$ cat src/rtl/nway_light_ctrl_pkg.sv
// rtl/nway_light_ctrl_pkg.sv - shared defaults and counter-width helper for the N-way light controller
//  Purpose: default debounce length and auto-off timeout, plus the width function
//           used to size the debounce counters and the auto-off timer.
//  Ports:   none (package).
package nway_light_ctrl_pkg;

  localparam int DEF_DB_CYCLES = 4;
  localparam int DEF_TIMEOUT   = 1000;

  // Bits needed to hold a count from 0 to n-1, never less than one bit.
  function automatic int cnt_width(input int n);
    return (n <= 2) ? 1 : $clog2(n);
  endfunction

endpackage

$ cat src/rtl/sw_debounce.sv
// rtl/sw_debounce.sv - per-switch synchroniser and debounce filter
//  Purpose: brings one raw switch level into the clock domain through two flops,
//           then only accepts a new level after DB_CYCLES consecutive cycles of
//           disagreement with the current debounced level.
//  Ports:   clk       in  system clock, rising edge
//           rst       in  asynchronous active-high reset
//           sw        in  raw asynchronous switch level
//           sw_stable out debounced switch level
module sw_debounce
  import nway_light_ctrl_pkg::*;
#(
  parameter int DB_CYCLES = DEF_DB_CYCLES
) (
  input  logic clk,
  input  logic rst,
  input  logic sw,
  output logic sw_stable
);

  localparam int CW = cnt_width(DB_CYCLES);

  logic          sync1;
  logic          sync2;
  logic [CW-1:0] cnt;

  always_ff @(posedge clk or posedge rst) begin
    if (rst) begin
      sync1     <= 1'b0;
      sync2     <= 1'b0;
      cnt       <= '0;
      sw_stable <= 1'b0;
    end else begin
      sync1 <= sw;
      sync2 <= sync1;
      // Any agreement restarts the run, so only an unbroken run of
      // DB_CYCLES mismatching cycles moves the debounced level.
      if (sync2 == sw_stable) begin
        cnt <= '0;
      end else if (cnt == CW'(DB_CYCLES - 1)) begin
        sw_stable <= sync2;
        cnt       <= '0;
      end else begin
        cnt <= cnt + 1'b1;
      end
    end
  end

endmodule

$ cat src/rtl/nway_light_ctrl.sv
// rtl/nway_light_ctrl.sv - N-way light controller top: debounce, parity toggle, optional auto-off
//  Purpose: each debounced switch change toggles the light; simultaneous changes
//           combine by parity. With NWAY_LIGHT_AUTO_OFF_EN defined, a light that
//           was switched on turns itself off after TIMEOUT cycles.
//  Ports:   clk           in  system clock, rising edge
//           rst           in  asynchronous active-high reset
//           sw            in  [N_SW] raw switch levels
//           sw_stable     out [N_SW] debounced switch levels
//           light         out lamp drive, 1 = on
//           toggle_pulse  out one-cycle pulse per switch-caused flip
//           timeout_pulse out one-cycle pulse when auto-off fires (0 without the macro)
//  Config:  NWAY_LIGHT_AUTO_OFF_EN enables the auto-off timer.
module nway_light_ctrl
  import nway_light_ctrl_pkg::*;
#(
  parameter int N_SW      = 3,
  parameter int DB_CYCLES = DEF_DB_CYCLES,
  parameter int TIMEOUT   = DEF_TIMEOUT
) (
  input  logic            clk,
  input  logic            rst,
  input  logic [N_SW-1:0] sw,
  output logic [N_SW-1:0] sw_stable,
  output logic            light,
  output logic            toggle_pulse,
  output logic            timeout_pulse
);

  logic [N_SW-1:0] sw_stable_d;
  logic            flip;
  logic            expire;
  logic            light_next;

  for (genvar i = 0; i < N_SW; i++) begin : g_db
    sw_debounce #(
      .DB_CYCLES(DB_CYCLES)
    ) u_db (
      .clk      (clk),
      .rst      (rst),
      .sw       (sw[i]),
      .sw_stable(sw_stable[i])
    );
  end

  // An odd number of debounced bits changing this cycle means a net flip.
  assign flip = ^(sw_stable ^ sw_stable_d);

`ifdef NWAY_LIGHT_AUTO_OFF_EN
  localparam int TW = cnt_width(TIMEOUT);

  logic [TW-1:0] timer;

  // A switch flip in the expiry cycle takes priority over the timer.
  assign expire = light && (timer == '0) && !flip;

  always_ff @(posedge clk or posedge rst) begin
    if (rst) begin
      timer <= '0;
    end else if (flip && !light) begin
      timer <= TW'(TIMEOUT - 1);
    end else if (light && (timer != '0)) begin
      timer <= timer - 1'b1;
    end
  end
`else
  logic unused_timeout;

  assign expire         = 1'b0;
  assign unused_timeout = ^TIMEOUT;
`endif

  always_comb begin
    light_next = light;
    if (flip) begin
      light_next = ~light;
    end else if (expire) begin
      light_next = 1'b0;
    end
  end

  always_ff @(posedge clk or posedge rst) begin
    if (rst) begin
      sw_stable_d   <= '0;
      light         <= 1'b0;
      toggle_pulse  <= 1'b0;
      timeout_pulse <= 1'b0;
    end else begin
      sw_stable_d   <= sw_stable;
      light         <= light_next;
      toggle_pulse  <= flip;
      timeout_pulse <= expire;
    end
  end

endmodule
$ cat config.mk
export PLATFORM = sky130hd
export DESIGN_NAME = nway_light_ctrl
export DESIGN_NICKNAME = d
export VERILOG_FILES = /design/src/rtl/nway_light_ctrl_pkg.sv /design/src/rtl/sw_debounce.sv /design/src/rtl/nway_light_ctrl.sv
export SDC_FILE = /design/constraint.sdc
export NUM_CORES = 1
export LEC_CHECK = 0
export CORE_MARGIN = 3
export CORE_UTILIZATION = 25
export DETAILED_ROUTE_END_ITERATION = 10
export HOLD_SLACK_MARGIN = 0.06
export PLACE_DENSITY = 0.46
export SYNTH_ARGS = -nofsm -noshare
export SYNTH_HDL_FRONTEND = slang
export SYNTH_SLANG_ARGS = --single-unit
$ cat constraint.sdc
create_clock -name clk -period 2.6 [get_ports clk]
set_input_delay 0.52 -clock clk [delete_from_list [all_inputs] [get_ports clk]]
set_output_delay 0.52 -clock clk [all_outputs]
set_load 0.01 [all_outputs]
==> metrics <==
switching power=roughly 330 uW; setup TNS=0 ps; logic gate share of total power=0.424; Rows=19; count leader, synth=dfrtp_1; Setup crit end kind=primary output; Clock power frac=0.146; family with the most delay on the worst path=buffers and inverters; max-slew violations=0; headroom to the max-slew limit=0.514; postcts setup bufs=0; die height=61.9 um; setup violators final=0; Tmin final=1870 ps; Hold Fails Final Rpt=0; Worst Slack Setup Final=~730 ps; Cell Count, Final, Fillers Out=98; power per cell area=1280 nW/um2; share of cells above drive strength 1=0.125; Detail Route Antenna Nets=0; crit share post-route=0.719; most frequent cells after synthesis=dfrtp_1 (20), buf_4 (4), ha_1 (3), xnor2_1 (3), xnor3_1 (3); share of the synthesized area in the top cell type=0.641; Core ar.=2880 um2; CP bufs+invs=1; Post-Place Setup Slack=about 1000 ps; post-synthesis register bit count=20; post-synth top area cell=dfrtp_1; Critical Path Start=g_db[2].u_db.sw_stable; Int Pwr=between 800 and 900 uW; Seq pwr share=0.430; area grow syn2layout=19.1%; CP max-delay cell=clkdlybuf4s50_1; Max Fclk=between 500 and 600 MHz; final wirelength=about 900 um; global-route wire length before repair=~1600 um; vias in the first global route=about 360; DRT iter0 DRCs=12; die area=between 3000 and 4000 um2; GRT Residual Overflow=0; YS warnings=0; Pleak=between 0.0004 and 0.0005 uW; Tot GR Track Use=0.0633; WL per Instance=roughly 9 um; initial antenna violation count=0; H-tree level count=1; Diodes inserted=0; total CTS buffers=3; asr flop ratio synth=1.00; DRC viols=0; mean area per synthesized cell=roughly 17 um2; CP Max Fanout=6; Max Cap Viol=0; switching share of power=0.274; Post-synth EDFFs=0; Critical Path AT=1350 ps; Critical Path RT=around 2100 ps; worst r2r src=g_db[0].u_db.sw_stable; main flop type after synthesis=dfrtp_1; sequential fraction of the synthesis area=0.641; Worst Tran Pin Value=around 730 ps; synthesized area=roughly 780 um2; post-synthesis cell count=between 40 and 50; Multi-input gate area=246 um2; # nets final=65; Hold WC Path Type=reg2reg; cell count after placement=94; Die W=around 62 um; Setup Skew=3.54 ps; critical path class=reg2out; vias per inst=approximately 3.4; clk sink count=20; synthesized net count=between 50 and 60; CTS max path bufs=2; largest net degree at the start of global routing=21; post-CTS sizing=0; FF/Latch Area=between 500 and 600 um2; CTS hold repair buffers=0; clk root buf=clkbuf_4; final core utilization=0.323; Startpoint Class=flip-flop; slowest stage delay, CP=approximately 580 ps; I/O pins=11; largest cells by area after synthesis=dfrtp_1 (64%), xnor3_1 (8.7%), ha_1 (4.8%), xnor2_2 (4.2%), buf_4 (3.8%); drt first pass iters=2; hold path startpoint=g_db[0].u_db.sync1; Critical Path, Cell by Cell=clkdlybuf4s50_1; Fill cells=about 280; clock-pin slew on the worst setup and hold paths=110 ps; Netlist cell types=15; vias=roughly 330; status=complete, no violations; CTS tree=built; number of I/O port buffers=9; worst vdd ir=~0.35 mV; RSZ-0062 raised after global routing=false; GP Congestion=0.624; Worst-Skew Late Latency=290 ps; Initial Utilization=0.271
## cell usage in the layout, fill, tap and decap left out, types with 2 or more instances in the layout
| cell | instances |
|---|---|
| dfrtp_1 | 20 |
| clkdlybuf4s50_1 | 9 |
| xnor2_1 | 3 |
| xnor3_1 | 3 |
| ha_1 | 3 |
| clkbuf_4 | 3 |
| nor3_1 | 2 |
| xnor2_2 | 2 |
| nor2b_1 | 2 |
| mux2_1 | 2 |
## routing by layer
metal,vias up,part of all wire,track usage
li1,165,-,-
met1,155,0.50,0.0846
met2,9,0.41,0.0777
met3,2,0.070,0.0434
met4,0,0.010,0.0273
met5,-,0,0
## per-stage QoR
step | hold slack [ps] | area, um2 | total power, uW
floorplan | 331 | 781 | 920
global placement | 333 | 893 | 1020
detailed placement | 336 | 893 | 1030
CTS | 362 | 930 | 1220
global route | 367 | 930 | 1290
finish | 358 | 930 | 1190
## final timing paths
| path | endpoint | slack (ps) | depth (start not counted) |
|---|---|---|---|
| worst max-delay path | sw_stable[2] | 730 | 1 |
| worst min-delay path | g_db[0].u_db.sync2 | 360 | 0 |
| worst max register to register | light | 1390 | 2 |
| worst min register to register | g_db[0].u_db.sync2 | 360 | 0 |
| max in group asynchronous | g_db[0].u_db.sw_stable | 1510 | 2 |
| min in group asynchronous | sw_stable_d[1] | 640 | 2 |
## power by group through the flow
stage / clock [uW] / combinational [uW] / sequential, uW
floorplan: 0 / 407 / 513
global placement: 0 / 502 / 516
detailed placement: 0 / 507 / 520
CTS: 185 / 517 / 513
global route: 203 / 559 / 528
finish: 174 / 505 / 511
## layout make-up
| class | instances | area share |
|---|---|---|
| clock buffer | 4 | 0.0390 |
| sequential | 20 | 0.538 |
| tap | 42 | 0.0565 |
| inverter | 1 | 0.00404 |
| timing repair buffer | 9 | 0.0969 |
| multi-input combinational | 22 | 0.265 |
## sequential cells by signal, summed over array words and instances, names as in the netlist
name / count
g_db.u_db.cnt: 6
toggle_pulse: 1
g_db.u_db.sw_stable: 3
light: 1
sw_stable_d: 3
g_db.u_db.sync1: 3
g_db.u_db.sync2: 3
## cells by family (layout without fill, tap and decap cells)
family | count (synthesis) | count (layout) | share of synthesized area
xor+xnor | 9 | 9 | 0.173
fa+ha+maj | 3 | 3 | 0.0481
buf+inv | 5 | 14 | 0.0433
flops | 20 | 20 | 0.641
mux | 3 | 3 | 0.0433
other cells | 1 | 1 | 0.00480
simple gates | 6 | 6 | 0.0465
No activity file was read; power rests on OpenSTA's default activity.
